--- config.mk ---
export PLATFORM = sky130hd
export DESIGN_NAME = mem_arbiter
export DESIGN_NICKNAME = d
export VERILOG_FILES = /design/src/rtl/mem_arbiter.sv
export SDC_FILE = /design/constraint.sdc
export NUM_CORES = 1
export LEC_CHECK = 0
export CELL_PAD_IN_SITES_DETAIL_PLACEMENT = 0
export CELL_PAD_IN_SITES_GLOBAL_PLACEMENT = 1
export CORE_ASPECT_RATIO = 1.25
export CORE_MARGIN = 2
export CORE_UTILIZATION = 32
export CTS_CLUSTER_DIAMETER = 80
export DETAILED_ROUTE_END_ITERATION = 8
export PLACE_DENSITY = 0.87
export RECOVER_POWER = 50
export SYNTH_ARGS = -nofsm -noshare
export SYNTH_HDL_FRONTEND = slang
export SYNTH_SLANG_ARGS = --single-unit
--- constraint.sdc ---
create_clock -name CLK -period 2.65 [get_ports CLK]
set_input_delay 0.53 -clock CLK [delete_from_list [all_inputs] [get_ports CLK]]
set_output_delay 0.53 -clock CLK [all_outputs]
set_load 0.05 [all_outputs]
--- src/rtl/mem_arbiter.sv ---
// Two-requester memory arbiter: instruction fetch and data share one bus.
// Data normally wins, but a bounded run of data grants forces a waiting fetch through.
module mem_arbiter #(
    parameter int ADDR_W       = 32,
    parameter int DATA_W       = 32,
    parameter int MAX_D_STREAK = 4
) (
    input  logic              CLK,
    input  logic              nRST,
    input  logic              i_ren,
    input  logic [ADDR_W-1:0] i_addr,
    output logic [DATA_W-1:0] i_rdata,
    output logic              i_ready,
    input  logic              d_ren,
    input  logic              d_wen,
    input  logic [ADDR_W-1:0] d_addr,
    input  logic [DATA_W-1:0] d_wdata,
    output logic [DATA_W-1:0] d_rdata,
    output logic              d_ready,
    output logic              bus_ren,
    output logic              bus_wen,
    output logic [ADDR_W-1:0] bus_addr,
    output logic [DATA_W-1:0] bus_wdata,
    input  logic [DATA_W-1:0] bus_rdata,
    input  logic              bus_busy
);

    localparam int SW = $clog2(MAX_D_STREAK + 1);
    localparam logic [SW-1:0] MAX_S = SW'(MAX_D_STREAK);

    typedef enum logic [1:0] {IDLE, I_BUS, D_BUS} state_e;

    state_e            state_q, state_d;
    logic [SW-1:0]     streak_q, streak_d;
    logic              iReady_q, iReady_d;
    logic              dReady_q, dReady_d;
    logic [DATA_W-1:0] iRdata_q, iRdata_d;
    logic [DATA_W-1:0] dRdata_q, dRdata_d;
    logic              busRen_q, busRen_d;
    logic              busWen_q, busWen_d;
    logic [ADDR_W-1:0] busAddr_q, busAddr_d;
    logic [DATA_W-1:0] busWdata_q, busWdata_d;

    logic iReq, dReq, grantI, grantD, done;

    // A requester is still holding its request during its ready cycle, so mask it there.
    assign iReq   = i_ren & ~iReady_q;
    assign dReq   = (d_ren | d_wen) & ~dReady_q;
    assign grantI = (state_q == IDLE) && (state_d == I_BUS);
    assign grantD = (state_q == IDLE) && (state_d == D_BUS);
    assign done   = (state_q != IDLE) && !bus_busy;

    always_ff @(posedge CLK or negedge nRST) begin
        if (!nRST) begin
            state_q <= IDLE;
        end else begin
            state_q <= state_d;
        end
    end

    always_comb begin
        state_d = state_q;
        case (state_q)
            IDLE: begin
                if (dReq && (!iReq || streak_q != MAX_S)) begin
                    state_d = D_BUS;
                end else if (iReq) begin
                    state_d = I_BUS;
                end
            end
            I_BUS, D_BUS: begin
                if (!bus_busy) begin
                    state_d = IDLE;
                end
            end
            default: state_d = IDLE;
        endcase
    end

    // Bus outputs are driven only from values latched at grant time.
    always_comb begin
        busRen_d   = busRen_q;
        busWen_d   = busWen_q;
        busAddr_d  = busAddr_q;
        busWdata_d = busWdata_q;
        streak_d   = streak_q;
        iRdata_d   = iRdata_q;
        dRdata_d   = dRdata_q;
        iReady_d   = 1'b0;
        dReady_d   = 1'b0;
        if (grantI) begin
            busRen_d  = 1'b1;
            busWen_d  = 1'b0;
            busAddr_d = i_addr;
            streak_d  = '0;
        end else if (grantD) begin
            busRen_d   = ~d_wen;
            busWen_d   = d_wen;
            busAddr_d  = d_addr;
            busWdata_d = d_wdata;
            if (!iReq) begin
                streak_d = '0;
            end else if (streak_q != MAX_S) begin
                streak_d = streak_q + 1'b1;
            end
        end
        if (done) begin
            busRen_d = 1'b0;
            busWen_d = 1'b0;
            if (state_q == I_BUS) begin
                iRdata_d = bus_rdata;
                iReady_d = 1'b1;
            end else begin
                if (!busWen_q) begin
                    dRdata_d = bus_rdata;
                end
                dReady_d = 1'b1;
            end
        end
    end

    always_ff @(posedge CLK or negedge nRST) begin
        if (!nRST) begin
            streak_q   <= '0;
            iReady_q   <= 1'b0;
            dReady_q   <= 1'b0;
            iRdata_q   <= '0;
            dRdata_q   <= '0;
            busRen_q   <= 1'b0;
            busWen_q   <= 1'b0;
            busAddr_q  <= '0;
            busWdata_q <= '0;
        end else begin
            streak_q   <= streak_d;
            iReady_q   <= iReady_d;
            dReady_q   <= dReady_d;
            iRdata_q   <= iRdata_d;
            dRdata_q   <= dRdata_d;
            busRen_q   <= busRen_d;
            busWen_q   <= busWen_d;
            busAddr_q  <= busAddr_d;
            busWdata_q <= busWdata_d;
        end
    end

    assign i_ready   = iReady_q;
    assign d_ready   = dReady_q;
    assign i_rdata   = iRdata_q;
    assign d_rdata   = dRdata_q;
    assign bus_ren   = busRen_q;
    assign bus_wen   = busWen_q;
    assign bus_addr  = busAddr_q;
    assign bus_wdata = busWdata_q;

endmodule

# Yosys cells after proc, flatten, opt, wreduce, memory -nomap -nowiden

Cells that the tools add are included.

Register bits: 137
Bits of input ports: 134
Word-level logic and storage cells: 62

Add/sub/neg operators: 1
Equality and inequality tests: 6
Mux-type cells: 20
Bitwise gates (word level): 9
Reductions and logical operators: 16

Operators with widths:

| operator                                       | count |
|---|---|
| two-way mux 32 bit                             | 2 |
| two-way mux 3 bit                              | 4 |
| two-way mux 1 bit                              | 10 |
| two-way mux 2 bit                              | 3 |
| inverter 1 bit                                 | 6 |
| AND reduction 2 bit                            | 3 |
| == test 2 x 1 -> 1 bit (second input constant) | 2 |
| == test 2 bit (second input constant)          | 2 |
| logical AND 1 bit                              | 4 |
| one-hot mux 2 bit (2 select lines)             | 1 |
| nonzero test 2 bit                             | 2 |
| adder 3 x 1 -> 3 bit (second input constant)   | 1 |
| != test 3 x 1 -> 1 bit (second input constant) | 1 |
| != test 3 bit (second input constant)          | 1 |
| AND reduction 3 bit                            | 1 |
| nonzero test 3 bit                             | 1 |
| bitwise AND 1 bit                              | 2 |
| zero test 1 bit                                | 2 |
| zero test 2 bit                                | 1 |
| OR reduction 2 bit                             | 1 |
| logical OR 1 bit                               | 1 |
| OR 1 bit                                       | 1 |

# Depth between registers and ports, before layout

Gate-level depths: netlist (run 1).

Word-level depth: 12
Depth in mapped cells: 10
Gate-level depth less buffers: 7

# Worst setup path after synthesis (run 1)

Ideal clock, no wire load.

Path type: reg2reg
From: reg iReady_q, in the netlist i_ready
To: reg busWdata_q[10], in the netlist bus_wdata[10]
Setup time: 0.125 ns
Arrival: 2.158 ns
Required time: 2.525 ns
Path slack: 0.367 ns
Cell stages (with the launch flop): 8
Path through: dfrtp_1 > and2b_1 > o221a_2 > nor2_2 > and2_1 > buf_2 > buf_4 > mux2_2

Longest elaborated chain between the ends: 11
Elaborated cells between the ends (all ways): 14
Those cells by class: 2 x eq/ne; 3 x mux; 3 x bitwise; 6 x reduce/logical

Ends and longest elaborated chain:

| what                                   | RTL line | text |
|---|---|---|
| start: declaration                     | 35       | `logic iReady_q, iReady_d;` |
| start signal: assignment               | 135      | `iReady_q <= iReady_d;` |
| inverter 1 bit *                       | 47       | `assign iReq = i_ren & ~iReady_q;` |
| bitwise AND 1 bit *                    | 47       |  |
| zero test 1 bit                        | --       |  |
| logical OR 1 bit                       | 65       | `if (dReq && (!iReq \|\| streak_q != MAX_S)) begin` |
| logical AND 1 bit                      | 65       |  |
| two-way mux 2 bit *                    | 65       |  |
| one-hot mux 2 bit (2 select lines) *   | 63       | `case (state_q)` |
| == test 2 x 1 -> 1 bit                 | 49       | `assign grantI = (state_q == IDLE) && (state_d == I_BUS);` |
| logical AND 1 bit                      | 49       |  |
| inverter 1 bit (no source line)        | --       |  |
| AND reduction 2 bit (no source line) * | --       |  |
| end signal: assignment                 | 142      | `busWdata_q <= busWdata_d;` |
| end: declaration                       | 42       | `logic [DATA_W-1:0] busWdata_q, busWdata_d;` |

Every way passes the cells marked *; elsewhere a longest branch is shown, timed or not.
A chain may end at the register's enable or synchronous reset.

# Worst setup path in the final report (run 1)

From: in i_ren
To: reg busAddr_q[30], in the netlist bus_addr[30]

Longest elaborated chain between the ends: 9
Elaborated cells between the ends (all ways): 13
Those cells by class: 2 x eq/ne; 4 x mux; 1 x bitwise; 6 x reduce/logical

Ends and longest elaborated chain:

| what                                                     | RTL line | text |
|---|---|---|
| start: declaration                                       | 10       | `input logic i_ren,` |
| bitwise AND 1 bit *                                      | 47       |  |
| zero test 1 bit                                          | --       |  |
| logical OR 1 bit                                         | 65       |  |
| logical AND 1 bit                                        | 65       |  |
| two-way mux 2 bit *                                      | 65       |  |
| one-hot mux 2 bit (2 select lines) *                     | 63       |  |
| == test 2 x 1 -> 1 bit or == test 2 bit (tied branches)  | 49, 50   |  |
| logical AND 1 bit, on equally long branches              | 49, 50   |  |
| two-way mux 32 bit or nonzero test 2 bit (tied branches) | --       |  |
| end signal: assignment                                   | 141      | `busAddr_q <= busAddr_d;` |
| end: declaration                                         | 41       | `logic [ADDR_W-1:0] busAddr_q, busAddr_d;` |

Marks and branches as above.

==> results.md, run 1 <==
* Outcome: finished clean
* Sequential element share of the synthesized area at 58.1%
* Vias at 4909
* Slew Viols, Final at 0
* Worst slew pin tran at 1.18 ns
* FP Rows at 55
* CTS Buf Count at 17
* Multi-input gate area at 2290 um^2
* Aggregate global routing overflow at 0
* Worst reg2reg startpoint: state_q[1]$_DFF_PN0_
* CTS tree: yes
* Net Count, Synth at 586
* Pin count of the biggest net entering global routing at 45
* Die Wd at 125 um
* Type of origin of the critical path: primary input
* Clock transition at path regs at 0.06 ns
* Post-synth ARST share at 100%
* Vias in the first global route at 5502
* Starting density of the core at 32.6%
* Top Ports at 266
* Crit. path cell count at 7
* Max Freq at 446 MHz
* Fillers at 1521
* Clk_lat worst skew at 0.41 ns
* Final WL at 18000 um
* Worst EP arrival at 2.52 ns
* DIE AREA at 19600 um^2
* Skew final at 0.00659 ns
* FF+latch count, synth at 137
* Synth area leaders: dfrtp_1, mux2_2, o221a_1, nor3_1, o21ai_0
* HPWL after DPL at 13200 um
* Crit path kind: in2reg
* Most frequent cell after synthesis: dfrtp_1
* YS warnings at 0
* Setup TNS at 0 ns
* Synth top cells by count: dfrtp_1, mux2_2, nor3_1
* DR iter-0 viols at 232
* Antenna diodes at 0
* Largest area contributor in the synthesized netlist: dfrtp_1
* Cell count of the worst reg-to-reg path at 7
* Core footprint at 18100 um^2
* Total of max-cap violations at 0
* Initial antenna violation count at 0
* R2R Path End: bus_wdata[22]$_DFFE_PN0P_
* Synth top area share at 58.1%
* Worst hold path type: in2async
* TritonRoute pass-1 iters at 4
* Setup WS post-layout at 0.408 ns
* Total GRT Usage at 18.6%
* Post-route antenna net violation count at 0
* Mapped Area at 5900 um^2
* Main synth FF type: dfrtp_1
* CP Capture Type: register
* Layout area overhead at 59.7%
* Distinct cells, synth at 37
* Placer congestion estimate at 0.820
* Worst path max stage delay at 0.48 ns
* Post-cts hold buffer count at 0
* CTS H-Tree Depth at 4
* Fraction of layout cells with a size suffix above 1 at 21.0%
* Residual DRC at 0
* Maximum buffer depth of the clock tree at 2
* Post-CTS Setup Bufs at 0
* FF/Latch Area at 3430 um^2
* CTS Sinks at 137
* EDFF count, synth at 0
* FF-to-FF setup slack at 0.42 ns
* Post-Syn Instances at 447
* Delay-heaviest family, CP: simple AND/OR/NAND/NOR gates
* Fin crit share at 84.6%
* DR vias/cell at 5.11
* Final setup viols at 0
* Worst slew margin relative to its limit at 21.3%
* Final Hold Violating Endpoints at 0
* Global-route wire length before repair at 28700 um
* CP max-delay cell: clkdlybuf4s50_1
* Worst EP required at 2.93 ns
* Setup WS pre-CTS at -0.000579 ns
* Number of port buffers at 265
* WL/cell at 18.8 um
* Root Driver: clkbuf_16
* Min Tclk post-route at 2.24 ns
* Worst path cell trace: clkdlybuf4s50_1 -> and2b_1 -> nand2_1 -> o22a_1 -> or3_1 -> buf_12 -> o221a_1
* PostCTS Resize Cnt at 0
* CP max FO at 32
* Fin util at 52.1%
* Post-layout net count at 859
* Average cell area after synthesis at 13.2 um^2
* Die H at 156 um
* RSZ-0062 raised after global routing: no
* Worst path bufs/invs at 2
-- worst max-delay path by stage --
stage                               from                        end  slack, ns
floorplan              i_ready$_DFF_PN0_  bus_wdata[10]$_DFFE_PN0P_       0.37
global placement                   i_ren   bus_addr[31]$_DFFE_PN0P_       0.06
detailed placement                 i_ren   bus_addr[30]$_DFFE_PN0P_    -0.0006
CTS                 state_q[0]$_DFF_PN0_  bus_wdata[22]$_DFFE_PN0P_       0.42
global route                        nRST    i_rdata[10]$_DFFE_PN0P_       0.16
finish                             i_ren   bus_addr[30]$_DFFE_PN0P_       0.41
-- through the flow --
stage,cell area (um^2),hold slack (ns),instances
4_1_cts,9480,0.0513,961
5_1_grt,9430,0.446,961
2_1_floorplan,5900,0.234,447
6_report,9430,0.351,961
3_5_place_dp,8910,0.493,929
3_3_place_gp,8910,0.472,929
-- registers in the layout (all words and copies together), names as in the netlist --
signal     count
i_rdata       32
i_ready        1
state_q        2
bus_ren        1
bus_wen        1
d_rdata       32
bus_wdata     32
d_ready        1
bus_addr      32
streak_q       3
-- cell type report --
class	count	area share, %
clock buffers	20	4.84
repair buffers	289	30.1
flip-flops and latches	137	36.4
multi-input cells	271	24.3
clock inverters	12	1.22
inverters	4	0.159
well taps	228	3.03
-- placed cells by master (no fill, tap or decap), drive strengths merged, types with 2 or more instances in the layout --
cell type,n
nor3b,3
buf,17
clkbuf,28
a22oi,2
dlygate4sd3,16
clkdlybuf4s50,248
nand2,2
nor2,5
ha,5
clkinv,5
a22o,6
nor3,65
clkinvlp,2
dfrtp,137
mux2,96
o221a,33
o2bb2ai,2
nand2b,2
inv,8
o21ai,36
-- routing by layer --
layer,vias up,GRT usage (%),wire length [um]
li1,2223,-,-
met1,2421,19.4,6600
met2,233,34.0,9560
met3,32,6.69,1470
met4,0,7.25,392
met5,-,0,0
-- cells by family after synthesis --
| logic type | count (synthesis) | synth area share [%] |
|---|---|---|
| muxes | 96 | 18.3 |
| and+or+nand+nor | 85 | 7.59 |
| DFF | 137 | 58.1 |
| buffers and inverters | 39 | 3.29 |
| AOI/OAI and AO/OA | 85 | 11.7 |
| adders and majority gates | 5 | 1.06 |
Power of run 1 is not shown: default switching activity piles up to over one toggle a cycle in this logic, so the estimate is an artifact.
==> inputs of run 2 (changes only) <==
--- a/config.mk
+++ b/config.mk
@@ -9,10 +9,10 @@
 export CELL_PAD_IN_SITES_GLOBAL_PLACEMENT = 1
 export CORE_ASPECT_RATIO = 1.25
 export CORE_MARGIN = 2
-export CORE_UTILIZATION = 32
+export CORE_UTILIZATION = 29
 export CTS_CLUSTER_DIAMETER = 80
 export DETAILED_ROUTE_END_ITERATION = 8
-export PLACE_DENSITY = 0.87
+export PLACE_DENSITY = 0.84
 export RECOVER_POWER = 50
 export SYNTH_ARGS = -nofsm -noshare
 export SYNTH_HDL_FRONTEND = slang
==> constraint.sdc (replaced) <==
create_clock -name CLK -period 1.9 [get_ports CLK]
set_input_delay 0.38 -clock CLK [delete_from_list [all_inputs] [get_ports CLK]]
set_output_delay 0.38 -clock CLK [all_outputs]
set_load 0.05 [all_outputs]
==> run 2 against run 1 <==
The run now ends with negative setup slack left. Non-clock buffer count up 27. Cell count up 7.2%. Utilization down 3.7 points. Largest cell class unchanged. Sequential cell count unchanged. Highest routed layer unchanged. Clock-buffer cell count up 2. Die area up 10%. Hold slack better by 0.15 ns. Critical path depth up 1.
==> results.md, run 2 (synthesis results as in run 1) <==
* CTS tree: yes (unchanged)
* RSZ-0062 raised after global routing: yes (was no)
* Multi-input gate area at 2500 um^2 (was 2290 um^2)
* DIE AREA at 21500 um^2 (was 19600 um^2)
* Starting density of the core at 29.5% (was 32.6%)
* Crit path kind: reg2reg (was in2reg)
* Clock transition at path regs at 0.06 ns (about the same)
* Fraction of layout cells with a size suffix above 1 at 32.7% (was 21.0%)
* Outcome: finished, violations left (was finished clean)
* Placer congestion estimate at 0.764 (was 0.820)
* Placed Cells at 986 (was 929)
* HPWL after DPL at 12100 um (was 13200 um)
* CP Launch Point: streak_q[0]$_DFFE_PN0P_ (was i_ren)
* Failing checks: negative setup slack
* Worst EP required at 2.19 ns (was 2.93 ns)
* Clk_lat worst skew at 0.41 ns (about the same)
* CP max FO at 8 (was 32)
* FP Rows at 58 (was 55)
* Skew final at 0.00614 ns (was 0.00659 ns)
* Die Wd at 132 um (was 125 um)
* Worst slew pin tran at 0.671 ns (was 1.18 ns)
* Maximum buffer depth of the clock tree at 2 (unchanged)
* Final WL at 18600 um (was 18000 um)
* Fillers at 1877 (was 1521)
* Critical Path Sink: bus_addr[16]$_DFFE_PN0P_ (was bus_addr[30]$_DFFE_PN0P_)
* R2R Path End: bus_addr[16]$_DFFE_PN0P_ (was bus_wdata[22]$_DFFE_PN0P_)
* Delay-heaviest family, CP: simple AND/OR/NAND/NOR gates (unchanged)
* Type of origin of the critical path: register (was primary input)
* Layout area overhead at 64.2% (was 59.7%)
* Setup TNS at -13.06 ns (was 0 ns)
* Worst path max stage delay at 0.44 ns (was 0.48 ns)
* Number of port buffers at 265 (unchanged)
* Setup WS post-layout at -0.249 ns (was 0.408 ns)
* Initial antenna violation count at 0 (unchanged)
* CTS Sinks at 137 (unchanged)
* Worst path cell trace: inv_1 -> ha_2 -> and4b_2 -> nor3b_4 -> or2_1 -> or3_4 -> clkbuf_16 -> o221a_1 (was clkdlybuf4s50_1 -> and2b_1 -> nand2_1 -> o22a_1 -> or3_1 -> buf_12 -> o221a_1)
* CTS Buf Count at 17 (unchanged)
* Total GRT Usage at 16.9% (was 18.6%)
* Min Tclk post-route at 2.15 ns
* Slew Viols, Final at 0 (unchanged)
* Fin crit share at 113%
* Root Driver: clkbuf_16 (unchanged)
* Global-route wire length before repair at 28500 um (was 28700 um)
* FF/Latch Area at 3430 um^2 (about the same)
* Die H at 164 um (was 156 um)
* Post-route antenna net violation count at 0 (unchanged)
* DR iter-0 viols at 214 (was 232)
* Worst reg2reg startpoint: streak_q[0]$_DFFE_PN0P_ (was state_q[1]$_DFF_PN0_)
* Worst EP arrival at 2.44 ns (was 2.52 ns)
* Vias in the first global route at 5169 (was 5502)
* FF-to-FF setup slack at -0.25 ns (was 0.42 ns)
* Cell count of the worst reg-to-reg path at 8 (was 7)
* TritonRoute pass-1 iters at 4 (unchanged)
* Crit. path cell count at 8 (was 7)
* Top Ports at 266 (unchanged)
* Post-layout net count at 886 (was 859)
* Final Hold Violating Endpoints at 0 (unchanged)
* WL/cell at 18.0 um (was 18.8 um)
* Worst slew margin relative to its limit at 55.3% (was 21.3%)
* Total of max-cap violations at 0 (unchanged)
* Core footprint at 20000 um^2 (was 18100 um^2)
* Worst hold path type: reg2reg (was in2async)
* DR vias/cell at 4.85 (was 5.11)
* Final Non-Filler Cells at 1030 (was 961)
* Aggregate global routing overflow at 0 (unchanged)
* Leading cell types in the layout, fill and taps excluded: dfrtp_1, clkdlybuf4s50_1, buf_4, mux2_2, nor3_1 (was clkdlybuf4s50_1, dfrtp_1, mux2_2, nor3_1, o21ai_0)
* Final setup viols at 67 (was 0)
* Residual DRC at 0 (unchanged)
* Worst path bufs/invs at 2 (unchanged)
* Vias at 4991 (was 4909)
* Pin count of the biggest net entering global routing at 47 (was 45)
* CP max-delay cell: or3_4 (was clkdlybuf4s50_1)
* CP Capture Type: register (unchanged)
* Max Freq at 465 MHz
* Worst hold slack at 0.500 ns (was 0.351 ns)
* Commonest non-fill, non-tap cell in the layout: dfrtp_1 (was clkdlybuf4s50_1)
* CTS H-Tree Depth at 4 (unchanged)
==> run 2: timing repair <==
| item | CTS | global route |
|---|---|---|
| setup endpoints to repair | 114 | 68 |
| resized for setup | 68 | 21 |
| hold buffers | 1 | 0 |
| cloned | 3 | 3 |
| buffers inserted | 3 | 4 |
| pin swaps | 1 | 6 |
| hold endpoints to repair | 20 | 0 |
==> run 2: routing by layer <==
| metal | share of wire, % | wire [um] | global-route usage (%) |
|---|---|---|---|
| met3 | 7.3 | 1360 | 5.90 |
| met4 | 1.7 | 320 | 6.23 |
| met5 | 0 | 0 | 0 |
| met2 | 50 | 9300 | 28.3 |
| met1 | 41 | 7560 | 20.1 |
==> run 2: worst register-to-register path, delay by kind of cell, from the launching register on <==
kind | cells | cell delay [ns]
AO/OA/AOI/OAI | 1 | 0.23
adder cells (fa/ha/maj) | 1 | 0.17
buffers and inverters | 2 | 0.27
flip-flops | 1 | 0.37
AND/OR/NAND/NOR | 4 | 0.99
==> run 2: worst min path at each step <==
stage	from	to	slack, ns	cells past startpoint
6_report	d_rdata[6]$_DFFE_PN0P_	d_rdata[6]$_DFFE_PN0P_	0.50	1
3_3_place_gp	nRST	d_rdata[24]$_DFFE_PN0P_	0.25	1
3_5_place_dp	nRST	d_rdata[24]$_DFFE_PN0P_	0.25	1
2_1_floorplan	nRST	bus_addr[0]$_DFFE_PN0P_	0.08	0
5_1_grt	d_rdata[6]$_DFFE_PN0P_	d_rdata[6]$_DFFE_PN0P_	0.51	1
4_1_cts	nRST	d_rdata[24]$_DFFE_PN0P_	0.37	2
==> run 2: through the flow <==
| stage | setup WS (ns) | cell area, um^2 | utilization (%) |
|---|---|---|---|
| floorplan | -0.190 | 6000 | - |
| global placement | -0.492 | 9000 | 45.0 |
| detailed placement | -0.518 | 9000 | 45.0 |
| CTS | -0.221 | 9670 | 48.3 |
| global route | -0.313 | 9690 | 48.4 |
| finish | -0.249 | 9690 | 48.4 |
==> run 2: layout make-up <==
| class | count | share of cell area [%] |
|---|---|---|
| repair buffers | 316 | 29.5 |
| inverters | 4 | 0.155 |
| clock buffers | 22 | 4.58 |
| clock inverters | 9 | 1.05 |
| multi-input cells | 271 | 25.8 |
| diodes | 1 | 0.0258 |
| flip-flops and latches | 137 | 35.4 |
| well taps | 270 | 3.49 |
Power of run 2 is left out for the same reason.
==> inputs of run 3 (changes only) <==
--- a/config.mk
+++ b/config.mk
@@ -5,6 +5,7 @@
 export SDC_FILE = /design/constraint.sdc
 export NUM_CORES = 1
 export LEC_CHECK = 0
+export ABC_CLOCK_PERIOD_IN_PS = 1900
 export CELL_PAD_IN_SITES_DETAIL_PLACEMENT = 0
 export CELL_PAD_IN_SITES_GLOBAL_PLACEMENT = 1
 export CORE_ASPECT_RATIO = 1.25
@@ -12,8 +13,10 @@
 export CORE_UTILIZATION = 29
 export CTS_CLUSTER_DIAMETER = 80
 export DETAILED_ROUTE_END_ITERATION = 8
+export MAX_ROUTING_LAYER = met4
 export PLACE_DENSITY = 0.84
 export RECOVER_POWER = 50
+export SLEW_MARGIN = 20
 export SYNTH_ARGS = -nofsm -noshare
 export SYNTH_HDL_FRONTEND = slang
 export SYNTH_SLANG_ARGS = --single-unit
==> run 3 against run 2 <==
The flow still finishes with violations (negative setup slack). Via count decreased by 0.24%. Non-clock buffer count unchanged. Register-to-register slack about the same. Setup slack improved by 0.0021 ns. Cell area unchanged. Global-route usage increased by 0.45 points. Die area unchanged. Sequential share of layout area unchanged. Critical path type unchanged.
==> results.md, run 3 (synthesis results as in run 1) <==
* Initial antenna violation count at 0 (unchanged)
* Total GRT Usage at 17.3% (was 16.9%)
* CTS tree: yes (unchanged)
* CP Capture Type: register (unchanged)
* Final Cell Area at 9690 um^2 (unchanged)
* Worst EP arrival at 2.44 ns (about the same)
* Commonest non-fill, non-tap cell in the layout: dfrtp_1 (unchanged)
* Pin count of the biggest net entering global routing at 47 (unchanged)
* GRT busiest layer: met2 (unchanged)
* Root Driver: clkbuf_16 (unchanged)
* Met1 usage in global routing at 20.6% (was 20.1%)
* Setup WS post-layout at -0.247 ns (was -0.249 ns)
* DR iter-0 viols at 206 (was 214)
* Min Tclk post-route at 2.15 ns (about the same)
* Residual DRC at 0 (unchanged)
* TritonRoute pass-1 iters at 4 (unchanged)
* Layout area overhead at 64.2% (unchanged)
* Max Freq at 466 MHz (was 465 MHz)
* HPWL after DPL at 12100 um (unchanged)
* Crit path kind: reg2reg (unchanged)
* Die H at 164 um (unchanged)
* GR Layer Usage met3 at 4.84% (was 5.90%)
* RSZ-0062 raised after global routing: yes (unchanged)
* Worst slew pin tran at 0.675 ns (was 0.671 ns)
* Total of max-cap violations at 0 (unchanged)
* CTS Sinks at 137 (unchanged)
* Global-route wire length before repair at 28400 um (was 28500 um)
* Leading cell types in the layout, fill and taps excluded: dfrtp_1, clkdlybuf4s50_1, buf_4, mux2_2, nor3_1 (unchanged)
* Met2 usage at 28.3% (about the same)
* Worst EP required at 2.19 ns (about the same)
* Final Hold Violating Endpoints at 0 (unchanged)
* Aggregate global routing overflow at 0 (unchanged)
* Core footprint at 20000 um^2 (unchanged)
* Maximum buffer depth of the clock tree at 2 (unchanged)
* Placed Cells at 986 (unchanged)
* Placer congestion estimate at 0.774 (was 0.764)
* Final Non-Filler Cells at 1030 (unchanged)
* Worst slew margin relative to its limit at 55.0% (was 55.3%)
* Type of origin of the critical path: register (unchanged)
* Number of port buffers at 265 (unchanged)
* Vias in the first global route at 5214 (was 5169)
* DIE AREA at 21500 um^2 (unchanged)
* Fillers at 1878 (was 1877)
* Clock transition at path regs at 0.06 ns (about the same)
* WL/cell at 18.1 um (was 18.0 um)
* DR vias/cell at 4.83 (was 4.85)
* CTS Buf Count at 17 (unchanged)
* Vias at 4979 (was 4991)
* CTS H-Tree Depth at 4 (unchanged)
* Post-route antenna net violation count at 0 (unchanged)
* Worst hold path type: reg2reg (unchanged)
* Final WL at 18600 um (about the same)
* Fraction of layout cells with a size suffix above 1 at 32.7% (unchanged)
* Placed cell areas at 9000 um^2 (unchanged)
* Fin util at 48.4% (unchanged)
* Final setup viols at 67 (unchanged)
* CP max FO at 8 (unchanged)
* Starting density of the core at 29.5% (unchanged)
* Die Wd at 132 um (unchanged)
* Outcome: finished, violations left (unchanged)
* Failing checks: negative setup slack (unchanged)
* Slew Viols, Final at 0 (unchanged)
* FP Rows at 58 (unchanged)
* Skew final at 0.00627 ns (was 0.00614 ns)
* Clk_lat worst skew at 0.41 ns (about the same)
* Fin crit share at 113% (about the same)
* Setup WS pre-CTS at -0.518 ns (unchanged)
* Post-layout net count at 886 (unchanged)
* Top Ports at 266 (unchanged)
-- run 3: final cells by class --
type	count	area (um^2)	share of cell area, %
diodes	1	2.50	0.0258
clock buffers	22	444	4.58
clock inverters	9	101	1.05
inverters	4	15.0	0.155
multi-input cells	271	2500	25.8
flip-flops and latches	137	3430	35.4
well taps	270	338	3.49
repair buffers	316	2850	29.5
-- run 3: worst max-delay path, cell delays in order, from the launching register on --
cell       delay (ns)
dfrtp_1          0.37
inv_1            0.07
ha_2             0.17
and4b_2          0.27
nor3b_4          0.05
or2_1            0.22
or3_4            0.44
clkbuf_16        0.20
o221a_1          0.23
-- run 3: path summary, 6_finish.rpt --
check	startpoint	endpoint	slack, ns	cells after the start
hold / removal	d_rdata[6]$_DFFE_PN0P_	d_rdata[6]$_DFFE_PN0P_	0.50	1
max in group asynchronous	nRST	i_ready$_DFF_PN0_	0.22	3
setup reg to reg	streak_q[0]$_DFFE_PN0P_	bus_addr[16]$_DFFE_PN0P_	-0.25	8
hold reg to reg	d_rdata[6]$_DFFE_PN0P_	d_rdata[6]$_DFFE_PN0P_	0.50	1
min in group asynchronous	nRST	d_rdata[24]$_DFFE_PN0P_	0.51	2
setup / recovery	streak_q[0]$_DFFE_PN0P_	bus_addr[16]$_DFFE_PN0P_	-0.25	8
-- run 3: routing by layer --
metal  vias up  share of wire (%)
met5         -                  0
met4         0                1.7
met3        22                6.3
met2       196                 50
met1      2482                 42
li1       2279                  -
-- run 3: metrics by stage --
step                hold WS [ns]  TNS, ns
floorplan                 0.0844   -11.28
global placement           0.251   -41.32
detailed placement         0.255   -44.65
CTS                        0.374   -12.22
global route               0.512   -20.54
finish                     0.500   -13.07
-- run 3: timing repair --
action | CTS | global route
hold endpoints to repair | 20 | 0
gates resized for setup | 68 | 21
buffers inserted | 3 | 4
pin swaps | 1 | 6
setup endpoints to repair | 114 | 68
hold buffers | 1 | 0
gates cloned | 3 | 3
Power of run 3 is left out for the same reason.
